**src/rtl/output_display_pkg.sv**
```systemverilog
// Shared constants and types for the processor-output display path:
// active-low 7-segment encodings, digit count and the conversion FSM encoding.
package output_display_pkg;

  localparam int NUM_DIGITS = 6;

  // Active-low segment patterns, bit 0 = segment a ... bit 6 = segment g.
  localparam logic [6:0] SEG_HEX [0:15] = '{
    7'h40, 7'h79, 7'h24, 7'h30, 7'h19, 7'h12, 7'h02, 7'h78,
    7'h00, 7'h10, 7'h08, 7'h03, 7'h46, 7'h21, 7'h06, 7'h0E
  };
  localparam logic [6:0] SEG_BLANK = 7'h7F;
  localparam logic [6:0] SEG_MINUS = 7'h3F;

  typedef enum logic [1:0] {
    CONV_IDLE,
    CONV_LOAD,
    CONV_SHIFT,
    CONV_COMMIT
  } conv_state_e;

  typedef struct packed {
    logic [3:0] hundreds;
    logic [3:0] tens;
    logic [3:0] units;
  } bcd3_t;

  function automatic logic [5:0] digit_enable(input logic [2:0] idx);
    return ~(6'b00_0001 << idx);
  endfunction

endpackage

```
**src/rtl/output_display_ctrl_if.sv**
```systemverilog
// Processor-side inputs and display-side outputs of the display controller,
// bundled so the processor (master) and the controller (slave) share one port.
interface output_display_ctrl_if;
  logic [7:0] Moutput;
  logic [3:0] DisplayState;
  logic [2:0] IR75;
  logic       Halt;
  logic [6:0] seg;
  logic       dp;
  logic [5:0] an;
  logic       conv_busy;

  modport master (
    output Moutput, DisplayState, IR75, Halt,
    input  seg, dp, an, conv_busy
  );

  modport slave (
    input  Moutput, DisplayState, IR75, Halt,
    output seg, dp, an, conv_busy
  );
endinterface

```
**src/rtl/bin2bcd_seq.sv**
```systemverilog
// Sequential double-dabble: 8-bit magnitude to three BCD digits in 8 shift cycles.
// load_o marks the cycle the operand is captured, done_o the cycle results are final.
module bin2bcd_seq
  import output_display_pkg::*;
(
  input  logic       clock,
  input  logic       reset,
  input  logic       start_i,
  input  logic [7:0] mag_i,
  output logic       load_o,
  output logic       done_o,
  output logic       busy_o,
  output bcd3_t      bcd_o
);

  conv_state_e state_q, state_d;
  logic [7:0]  mag_q, mag_d;
  bcd3_t       bcd_q, bcd_d, bcd_adj;
  logic [2:0]  cnt_q, cnt_d;
  logic        busy_q, busy_d;

  function automatic logic [3:0] add3(input logic [3:0] nib);
    return (nib >= 4'd5) ? nib + 4'd3 : nib;
  endfunction

  // NOTE: every always_comb target gets a default first so no path leaves it
  // unassigned; a missing default turns the signal into a latch.
  always_comb begin
    state_d = state_q;
    mag_d   = mag_q;
    bcd_d   = bcd_q;
    cnt_d   = cnt_q;
    busy_d  = busy_q;
    bcd_adj = {add3(bcd_q.hundreds), add3(bcd_q.tens), add3(bcd_q.units)};

    case (state_q)
      CONV_IDLE: begin
        if (start_i) state_d = CONV_LOAD;
      end
      CONV_LOAD: begin
        mag_d   = mag_i;
        bcd_d   = '0;
        cnt_d   = '0;
        busy_d  = 1'b1;
        state_d = CONV_SHIFT;
      end
      CONV_SHIFT: begin
        {bcd_d, mag_d} = {bcd_adj, mag_q} << 1;
        cnt_d          = cnt_q + 3'd1;
        if (cnt_q == 3'd7) state_d = CONV_COMMIT;
      end
      CONV_COMMIT: begin
        busy_d  = 1'b0;
        state_d = CONV_IDLE;
      end
      default: state_d = CONV_IDLE;
    endcase
  end

  // NOTE: sequential state uses non-blocking assignments so every flop samples
  // the pre-edge values regardless of statement order.
  always_ff @(posedge clock or negedge reset) begin
    if (!reset) begin
      state_q <= CONV_IDLE;
      mag_q   <= '0;
      bcd_q   <= '0;
      cnt_q   <= '0;
      busy_q  <= 1'b0;
    end else begin
      state_q <= state_d;
      mag_q   <= mag_d;
      bcd_q   <= bcd_d;
      cnt_q   <= cnt_d;
      busy_q  <= busy_d;
    end
  end

  assign load_o = (state_q == CONV_LOAD);
  assign done_o = (state_q == CONV_COMMIT);
  assign busy_o = busy_q;
  assign bcd_o  = bcd_q;

endmodule

```
**src/rtl/output_display_ctrl.sv**
```systemverilog
// Shows the processor output register in decimal (with sign), the opcode and the
// FSM state on a 6-digit multiplexed active-low 7-segment display.
module output_display_ctrl
  import output_display_pkg::*;
#(
  parameter int SCAN_DIV = 16,
  parameter bit SIGNED   = 1'b1
) (
  input  logic                  clock,
  input  logic                  reset,
  output_display_ctrl_if.slave  bus
);

  localparam int               CNT_W     = $clog2(SCAN_DIV);
  localparam logic [CNT_W-1:0] SCAN_LAST = CNT_W'(SCAN_DIV - 1);
  localparam logic [2:0]       IDX_LAST  = 3'(NUM_DIGITS - 1);

  logic [7:0] shadow_q;
  logic       neg_q;
  bcd3_t      disp_q;
  logic       sign_q;

  logic       in_neg;
  logic [7:0] in_mag;
  logic       conv_load, conv_done, conv_busy;
  bcd3_t      conv_bcd;

  // 8-bit two's-complement negate already maps 8'h80 to 128.
  assign in_neg = SIGNED && bus.Moutput[7];
  assign in_mag = in_neg ? (~bus.Moutput + 8'd1) : bus.Moutput;

  bin2bcd_seq u_bin2bcd (
    .clock   (clock),
    .reset   (reset),
    .start_i (bus.Moutput != shadow_q),
    .mag_i   (in_mag),
    .load_o  (conv_load),
    .done_o  (conv_done),
    .busy_o  (conv_busy),
    .bcd_o   (conv_bcd)
  );

  // Display digits only change on commit, so a partial result is never shown.
  always_ff @(posedge clock or negedge reset) begin
    if (!reset) begin
      shadow_q <= '0;
      neg_q    <= 1'b0;
      disp_q   <= '0;
      sign_q   <= 1'b0;
    end else begin
      if (conv_load) begin
        shadow_q <= bus.Moutput;
        neg_q    <= in_neg;
      end
      if (conv_done) begin
        disp_q <= conv_bcd;
        sign_q <= neg_q;
      end
    end
  end

  logic [CNT_W-1:0] scan_cnt_q, scan_cnt_d;
  logic [2:0]       idx_q, idx_d;
  logic [6:0]       seg_q, seg_d;
  logic             dp_q, dp_d;
  logic [5:0]       an_q, an_d;

  always_comb begin
    scan_cnt_d = scan_cnt_q + CNT_W'(1);
    idx_d      = idx_q;
    if (scan_cnt_q == SCAN_LAST) begin
      scan_cnt_d = '0;
      idx_d      = (idx_q == IDX_LAST) ? 3'd0 : idx_q + 3'd1;
    end

    seg_d = SEG_BLANK;
    case (idx_q)
      3'd0:    seg_d = SEG_HEX[disp_q.units];
      3'd1:    seg_d = SEG_HEX[disp_q.tens];
      3'd2:    seg_d = SEG_HEX[disp_q.hundreds];
      3'd3:    seg_d = sign_q ? SEG_MINUS : SEG_BLANK;
      3'd4:    seg_d = SEG_HEX[{1'b0, bus.IR75}];
      3'd5:    seg_d = SEG_HEX[bus.DisplayState];
      default: seg_d = SEG_BLANK;
    endcase

    an_d = digit_enable(idx_q);
    dp_d = !((idx_q == 3'd0) && bus.Halt);
  end

  always_ff @(posedge clock or negedge reset) begin
    if (!reset) begin
      scan_cnt_q <= '0;
      idx_q      <= '0;
      seg_q      <= SEG_BLANK;
      dp_q       <= 1'b1;
      an_q       <= 6'h3F;
    end else begin
      scan_cnt_q <= scan_cnt_d;
      idx_q      <= idx_d;
      seg_q      <= seg_d;
      dp_q       <= dp_d;
      an_q       <= an_d;
    end
  end

  assign bus.seg       = seg_q;
  assign bus.dp        = dp_q;
  assign bus.an        = an_q;
  assign bus.conv_busy = conv_busy;

endmodule
```
**src/flat_wrapper.sv**
```systemverilog
// flat-port wrapper written by rule: the top's interface ports become plain ports
module output_display_ctrl_flat import output_display_pkg::*;
#(
  parameter int SCAN_DIV = 16,
  parameter bit SIGNED   = 1'b1
)
  (clock, reset, bus_Moutput, bus_DisplayState, bus_IR75, bus_Halt, bus_seg, bus_dp, bus_an, bus_conv_busy);
  output_display_ctrl_if bus_i ();
  input  logic clock;
  input  logic reset;
  input wire logic [$bits(bus_i.Moutput)-1:0] bus_Moutput;
  input wire logic [$bits(bus_i.DisplayState)-1:0] bus_DisplayState;
  input wire logic [$bits(bus_i.IR75)-1:0] bus_IR75;
  input wire logic [$bits(bus_i.Halt)-1:0] bus_Halt;
  output wire logic [$bits(bus_i.seg)-1:0] bus_seg;
  output wire logic [$bits(bus_i.dp)-1:0] bus_dp;
  output wire logic [$bits(bus_i.an)-1:0] bus_an;
  output wire logic [$bits(bus_i.conv_busy)-1:0] bus_conv_busy;
  assign bus_i.Moutput = bus_Moutput;
  assign bus_i.DisplayState = bus_DisplayState;
  assign bus_i.IR75 = bus_IR75;
  assign bus_i.Halt = bus_Halt;
  assign bus_seg = bus_i.seg;
  assign bus_dp = bus_i.dp;
  assign bus_an = bus_i.an;
  assign bus_conv_busy = bus_i.conv_busy;
  output_display_ctrl #(.SCAN_DIV(SCAN_DIV), .SIGNED(SIGNED)) u_core (.clock(clock), .reset(reset), .bus(bus_i));
endmodule
```
**config.mk**
```make
export PLATFORM = sky130hd
export DESIGN_NAME = output_display_ctrl_flat
export DESIGN_NICKNAME = d
export VERILOG_FILES = /design/src/rtl/output_display_pkg.sv /design/src/rtl/output_display_ctrl_if.sv /design/src/rtl/bin2bcd_seq.sv /design/src/rtl/output_display_ctrl.sv /design/src/flat_wrapper.sv
export SDC_FILE = /design/constraint.sdc
export NUM_CORES = 1
export LEC_CHECK = 0
export CAP_MARGIN = 25
export CELL_PAD_IN_SITES_DETAIL_PLACEMENT = 0
export CELL_PAD_IN_SITES_GLOBAL_PLACEMENT = 1
export CORE_ASPECT_RATIO = 1.2
export CORE_MARGIN = 5
export CORE_UTILIZATION = 25
export DETAILED_ROUTE_END_ITERATION = 6
export PLACE_DENSITY = 0.55
export SYNTH_ARGS = -nofsm -noshare
export SYNTH_HDL_FRONTEND = slang
export SYNTH_SLANG_ARGS = --single-unit
export TNS_END_PERCENT = 100
```
**constraint.sdc**
```tcl
create_clock -name clock -period 3.2 [get_ports clock]
set_input_delay 0.64 -clock clock [delete_from_list [all_inputs] [get_ports clock]]
set_output_delay 0.64 -clock clock [all_outputs]
set_load 0.02 [all_outputs]
```
==> results of run 1 <==
==> through the flow <==
| step | worst slack [ps] | cell area [sq um] |
|---|---|---|
| 2_1_floorplan | 1380 | 4560 |
| 3_3_place_gp | 724 | 5090 |
| 3_5_place_dp | 666 | 5090 |
| 4_1_cts | 1020 | 5430 |
| 5_1_grt | 938 | 5430 |
| 6_report | 1010 | 5430 |
==> report_power, final <==
part | internal [W] | switching, W
combinational | 0.000502 | 0.000655
sequential | 0.00105 | 0.000139
clock | 0.000763 | 0.000383
==> flip-flops by register name, summed over array words and instances, names as in the netlist <==
register	cells
u_core.u_bin2bcd.busy_o	1
u_core.scan_cnt_q	4
u_core.disp_q	12
u_core.shadow_q	7
u_core.u_bin2bcd.bcd_o	12
u_core.bus.dp	1
u_core.u_bin2bcd.state_q	2
u_core.idx_q	3
u_core.u_bin2bcd.cnt_q	3
u_core.u_bin2bcd.mag_q	8
u_core.bus.seg	7
u_core.bus.an	6
u_core.neg_q	1
u_core.sign_q	1
==> worst min path at each step <==
stage | start | to | slack (ps) | cells past startpoint
CTS | reset | u_core.scan_cnt_q[0]$_DFF_PN0_ | 350 | 1
finish | reset | u_core.scan_cnt_q[0]$_DFF_PN0_ | 330 | 1
global route | reset | u_core.scan_cnt_q[0]$_DFF_PN0_ | 390 | 1
floorplan | reset | u_core.disp_q[0]$_DFFE_PN0P_ | 340 | 0
global placement | u_core.scan_cnt_q[0]$_DFF_PN0_ | u_core.scan_cnt_q[0]$_DFF_PN0_ | 460 | 1
detailed placement | u_core.u_bin2bcd.mag_q[5]$_DFFE_PN0P_ | u_core.u_bin2bcd.mag_q[5]$_DFFE_PN0P_ | 470 | 2
==> cell type report <==
| cell class | instances | area (sq um) | share of cell area (%) |
|---|---|---|---|
| inverters | 41 | 156 | 2.88 |
| clock inverters | 6 | 111 | 2.05 |
| multi-input cells | 316 | 2570 | 47.3 |
| clock buffers | 10 | 229 | 4.21 |
| repair buffers | 39 | 368 | 6.77 |
| flip-flops and latches | 68 | 1720 | 31.6 |
| well taps | 224 | 280 | 5.16 |
==> layout by cell type, fill, tap and decap left out, drive strengths merged, types with 2 or more instances in the layout <==
cell            n
o32ai           2
a22oi           5
nor3b           7
dfstp          14
nand2          23
nand4           3
clkdlybuf4s50  31
buf             8
o22ai           6
nor3            8
a211oi          2
a21boi          2
a211o           5
mux2           27
nand2b          7
mux2i          18
or3             3
a221oi          2
ha             49
xor2            4
xnor2          14
nor2b           8
inv            42
o2bb2ai         8
bufinv          3
o21ai          30
o311ai          3
o2111ai         3
nor2           17
a21oi          17
dfrtp          54
nand3           9
mux4            4
a31oi           4
nor4            2
o31ai           4
o211ai          5
clkbuf         10
and2            3
==> layer usage <==
layer  vias to the layer above  share of wire (%)
met5                         -                  0
met4                         0                2.8
met2                        50                 50
li1                       1651                  -
met3                        17                3.7
met1                      1549                 44
==> worst max-delay path, stage by stage <==
cell and delay [ps]:
clkdlybuf4s50_1 570, inv_1 130, ha_1 310, inv_1 40
mux4_2 450, mux2i_1 200, o21ai_1 90
==> logic make-up after synthesis <==
| kind of cell | after synthesis | share of synthesized area [%] |
|---|---|---|
| xor gates and xnor gates | 18 | 3.46 |
| AOI/OAI and AO/OA | 107 | 16.0 |
| and+or+nand+nor | 93 | 10.9 |
| adders and majority gates | 49 | 13.4 |
| buffers and inverters | 65 | 5.95 |
| DFF | 68 | 37.7 |
| muxes | 49 | 12.6 |
==> qor.json, run 1 <==
{
  "routing": {
    "avgRoutedWirePerCell_um": 14.6,
    "vias": 3267,
    "ant_nets": 0,
    "detailedRoute.firstIterationViolations": 123,
    "detail_route.wirelength_um": 10300,
    "vias_per_cell": 4.64,
    "drt_pass1_iterations": 4,
    "drcViolationCount": 0
  },
  "worst_setup_path": {
    "setup.worst_path.end": "u_core.bus.seg[3]$_DFF_PN1_",
    "timing.rr.start": "u_core.u_bin2bcd.state_q[0]$_DFFE_PN0P_",
    "worst-r2r-cell-count": 4,
    "worst-setup-path-type": "input pin to register",
    "critical_path.reg2reg.endpoint": "u_core.u_bin2bcd.bcd_o[8]$_DFFE_PN0P_",
    "required_ps": 3440,
    "crit_path_start": "bus_DisplayState[1]",
    "worstPathMaxFanout": 5,
    "worstPathArrival_ps": 2440,
    "regToRegSetupSlack_ps": 1270,
    "worstSetupEndpointType": "register",
    "startpoint_type": "input pin"
  },
  "clock_tree": {
    "cts-root-to-sink-buffers": 2,
    "clock_latency_ps": 340,
    "clk_pin_slew_worst_paths_ps": 60,
    "cts_repair_resized_insts": 0,
    "numCtsBuffers": 9,
    "cts_tree": "built",
    "ctsHoldBuffers": 0,
    "cts-root-buf": "clkbuf_16",
    "htree_levels": 3,
    "tritoncts_num_sinks": 68,
    "postCtsSetupBuffers": 0
  },
  "status": {
    "run_status": "finished, final reports clean"
  },
  "power_and_ir_drop": {
    "powerDensity_nw_per_um2": 642,
    "peakVddDrop_v": 0.000440,
    "design_power_total_w": 0.00349,
    "leakagePower_nw": 2.24
  },
  "finish": {
    "antenna-diode-count": 0,
    "num-nets-final": 542,
    "finalNonFillerCells": 704,
    "area_growth_pct": 19.1,
    "nFillCells": 1853,
    "post_route_cells_drive_above_1_share_pct": 15.4,
    "fin_util_pct": 30.1
  },
  "synthesis": {
    "synth_seq_area_share_pct": 37.7,
    "synth_warnings": 0,
    "post_synth_most_frequent_cells": "dfrtp_1 (54), ha_1 (49), inv_1 (39), o21ai_0 (28), mux2_2 (26)",
    "postSynthAreaPerCell_sq_um": 10.2,
    "synth.cell_area_sq_um": 4560,
    "yosys_most_used_dff": "dfrtp_1",
    "yosysTopAreaCellShare_pct": 29.6,
    "synth.top_cells.by_area": "dfrtp_1 (30%), ha_1 (13%), dfstp_2 (8.1%), mux2_2 (6.4%), mux2i_1 (4.0%)",
    "yosys.cell_types.count": 58,
    "post_synthesis_sequential_element_count": 68,
    "postSynthCellCount": 449,
    "synth_fp_nets": 516,
    "synthMostInstantiatedCell": "dfrtp_1",
    "yosys.area.top_type": "dfrtp_1",
    "number_of_enable_type_register_cells_in_the_synthesized_netlist": 0,
    "asyncSetResetFlopFracSynth_pct": 100
  },
  "grt": {
    "initial_antenna_violation_count": 0,
    "first_global_vias": 3466,
    "grt_pass1_wl_um": 17700,
    "overflow_after_grt": 0,
    "groute.usage.overall_pct": 10.5,
    "global_routing_s_busiest_layer": "met2",
    "gr-usage-met3_pct": 3.15,
    "gr-usage-met2_pct": 17.8,
    "globalRouteMet1Util_pct": 12.4,
    "maximum_number_of_pins_on_one_net_before_global_route_repair": 30
  },
  "timing": {
    "final_min_period_over_clock_period_pct": 68.6,
    "timing.final.crit_period_ps": 2190,
    "final_sum_of_negative_setup_slack_ps": 0,
    "rsz_0062_raised_after_global_routing": "false",
    "finalClockSkew_ps": 9.91,
    "setup_violations": 0,
    "drv_slew": 0,
    "whs_ps": 326,
    "timing.fmax_mhz": 456,
    "slew_headroom_pct": 48.5,
    "timing.final.hold_violations": 0,
    "transition_at_the_pin_with_the_smallest_max_transition_slack_ps": 773
  },
  "worst_hold_path": {
    "min-delay-path-class": "input pin to async pin"
  },
  "floorplanning": {
    "fp.dieH_um": 158,
    "die_width_um": 133,
    "floorplan.initialDensity_pct": 25.3,
    "number_of_i_o_pins": 33,
    "floorplan.core_area_sq_um": 18000,
    "dieArea_sq_um": 21100,
    "core.rowCount": 54
  },
  "place": {
    "placed_cell_count": 688,
    "port_buffers": 32,
    "dp_hpwl_um": 7810,
    "globalplace.congestion": 0.823
  },
  "job": {
    "total_of_max_cap_violations": 0
  }
}
No activity file was read; power rests on OpenSTA's default activity.
==> run 2, diff against run 1 <==
Settings changed: PLACE_DENSITY 0.55 to 0.57.
Clock period 3.2 ns to 1.9 ns, I/O delays scaled along.
==> qor.json, run 2 (same netlist as run 1, synthesis figures left out) <==
{
  "finish": {
    "antenna-diode-count": {"value": 0, "change": "unchanged"},
    "most-common-layout-cells": "buf_4 (66), dfrtp_1 (54), ha_1 (48), inv_1 (39), clkdlybuf4s50_1 (31)",
    "fin_util": {"value": 33.0, "unit": "%", "change": "+2.9 points"},
    "area_growth_pct": 30.5,
    "post_route_cells_drive_above_1_share": {"value": 25.1, "unit": "%", "change": "+9.7 points"},
    "most_common_cell_after_layout_fill_and_taps_aside": "buf_4",
    "finalNonFillerCells": {"value": 765, "change": "+8.7%"},
    "num-nets-final": {"value": 603, "change": "+11%"}
  },
  "floorplanning": {
    "core.rowCount": {"value": 54, "change": "unchanged"},
    "number_of_i_o_pins": {"value": 33, "change": "unchanged"},
    "floorplan.initialDensity": {"value": 25.3, "unit": "%", "change": "unchanged"},
    "dieArea": {"value": 21100, "unit": "sq um", "change": "unchanged"},
    "die_width": {"value": 133, "unit": "um", "change": "unchanged"},
    "floorplan.core_area": {"value": 18000, "unit": "sq um", "change": "unchanged"},
    "fp.dieH": {"value": 158, "unit": "um", "change": "unchanged"}
  },
  "clock_tree": {
    "clk_pin_slew_worst_paths": {"value": 50, "unit": "ps", "change": "about the same"},
    "clock_latency": {"value": 330, "unit": "ps", "change": "about the same"},
    "tritoncts_num_sinks": {"value": 68, "change": "unchanged"},
    "postCtsSetupBuffers": {"value": 0, "change": "unchanged"},
    "cts-root-to-sink-buffers": {"value": 2, "change": "unchanged"},
    "numCtsBuffers": {"value": 9, "change": "unchanged"},
    "htree_levels": {"value": 3, "change": "unchanged"},
    "cts-root-buf": "clkbuf_16",
    "cts_tree": "built"
  },
  "place": {
    "port_buffers": {"value": 32, "change": "unchanged"},
    "dp_hpwl": {"value": 8160, "unit": "um", "change": "+4.5%"},
    "globalplace.congestion": {"value": 0.811, "change": "-1.4%"},
    "placed_cell_count": {"value": 748, "change": "+8.7%"}
  },
  "power_and_ir_drop": {
    "powerDensity": {"value": 1060, "unit": "nW/um^2", "change": "+65%"},
    "leakagePower": {"value": 2.56, "unit": "nW", "change": "+14%"},
    "peakVddDrop": {"value": 0.000530, "unit": "V", "change": "+21%"}
  },
  "worst_setup_path": {
    "crit_chain": "clkdlybuf4s50_1",
    "worstSetupEndpointType": "output pin",
    "startpoint_type": "register",
    "critical_path.max_stage_delay": {"value": 610, "unit": "ps", "change": "+40 ps"},
    "required": {"value": 1520, "unit": "ps", "change": "-1920 ps"},
    "worstPathMaxFanout": {"value": 1, "change": "-4"},
    "timing.rr.start": "u_core.disp_q[9]$_DFFE_PN0P_",
    "critical_path.n_buffers_inverters": {"value": 1, "change": "-2"},
    "worstPathArrival": {"value": 1450, "unit": "ps", "change": "-990 ps"},
    "worst-setup-path-type": "register to output pin",
    "timing.critical_path.max_delay_family": "buffers and inverters",
    "cpMaxStageDelayCell": "clkdlybuf4s50_1",
    "crit_path_start": "u_core.bus.seg[2]$_DFF_PN1_"
  },
  "grt": {
    "maximum_number_of_pins_on_one_net_before_global_route_repair": {"value": 54, "change": "+80%"},
    "overflow_after_grt": {"value": 0, "change": "unchanged"},
    "first_global_vias": {"value": 3594, "change": "+3.7%"},
    "grt_pass1_wl": {"value": 17600, "unit": "um", "change": "-0.59%"},
    "initial_antenna_violation_count": {"value": 0, "change": "unchanged"},
    "groute.usage.overall": {"value": 10.4, "unit": "%", "change": "-0.10 points"}
  },
  "timing": {
    "setup_violations": {"value": 0, "change": "unchanged"},
    "whs": {"value": 484, "unit": "ps", "change": "+157 ps"},
    "timing.fmax_mhz": 546,
    "timing.final.hold_violations": {"value": 0, "change": "unchanged"},
    "rsz_0062_raised_after_global_routing": "false",
    "transition_at_the_pin_with_the_smallest_max_transition_slack": {"value": 452, "unit": "ps", "change": "-320 ps"},
    "timing.final.crit_period_ps": 1830,
    "slew_headroom": {"value": 69.6, "unit": "%", "change": "+21 points"},
    "finalClockSkew": {"value": 4.42, "unit": "ps", "change": "-5.49 ps"},
    "drv_slew": {"value": 0, "change": "unchanged"},
    "final_min_period_over_clock_period_pct": 96.5
  },
  "routing": {
    "detailedRoute.firstIterationViolations": {"value": 96, "change": "-22%"},
    "drcViolationCount": {"value": 0, "change": "unchanged"},
    "avgRoutedWirePerCell": {"value": 13.6, "unit": "um", "change": "-7.1%"},
    "vias_per_cell": {"value": 4.55, "change": "-2.0%"},
    "vias": {"value": 3478, "change": "+6.5%"},
    "ant_nets": {"value": 0, "change": "unchanged"},
    "detail_route.wirelength": {"value": 10400, "unit": "um", "change": "+0.97%"},
    "drt_pass1_iterations": {"value": 6, "change": "+2"}
  },
  "worst_hold_path": {
    "worstHoldStart": "u_core.u_bin2bcd.mag_q[3]$_DFFE_PN0P_",
    "min-delay-path-class": "register to register"
  },
  "job": {
    "total_of_max_cap_violations": {"value": 0, "change": "unchanged"}
  },
  "status": {
    "run_status": "finished, final reports clean"
  }
}
## run 2: worst paths after layout
kind / end / slack [ps] / depth (start not counted)
hold reg to reg: u_core.u_bin2bcd.mag_q[3]$_DFFE_PN0P_ / 480 / 1
setup / recovery: bus_seg[2] / 70 / 1
max in group asynchronous: u_core.disp_q[4]$_DFFE_PN0P_ / 780 / 3
setup reg to reg: u_core.bus.seg[3]$_DFF_PN1_ / 90 / 7
min in group asynchronous: u_core.idx_q[2]$_DFFE_PN0N_ / 510 / 2
hold / removal: u_core.u_bin2bcd.mag_q[3]$_DFFE_PN0P_ / 480 / 1
## run 2: per-layer routing
layer | part of all wire (%) | routed length (um) | global-route usage (%)
met5 | 0 | 0 | 0
met4 | 1.9 | 195 | 3.28
met3 | 3.6 | 374 | 2.99
met2 | 51 | 5250 | 18.9
met1 | 44 | 4550 | 11.7
## run 2: through the flow
step | total power [W] | TNS [ps] | instance area (sq um) | setup slack (ps)
2_1_floorplan | 0.00340 | 0 | 4560 | 201
3_3_place_gp | 0.00423 | -897 | 5560 | -183
3_5_place_dp | 0.00429 | -1110 | 5560 | -213
4_1_cts | 0.00641 | 0 | 5930 | 2.83
5_1_grt | 0.00674 | 0 | 5950 | 3.33
6_report | 0.00630 | 0 | 5950 | 67.3
## run 2: power breakdown
group | internal (W) | switching (W)
clock | 0.00145 | 0.000616
combinational | 0.00109 | 0.00118
sequential | 0.00177 | 0.000198
total | 0.00431 | 0.00199
## run 2: what timing repair did
| action | 4_1_cts | 5_1_grt |
|---|---|---|
| gates resized for setup | 0 | 3 |
| hold endpoints to repair | 1 | 0 |
| hold buffers | 1 | 0 |
| endpoints found under the setup margin | 0 | 2 |
## run 2: layout make-up
type / instances / area (sq um)
tap: 224 / 280
multi-input combinational: 316 / 2590
sequential: 68 / 1720
inverter: 41 / 156
timing repair buffer: 100 / 841
clock buffer: 12 / 246
clock inverter: 4 / 120
fill: 1835 / 12100
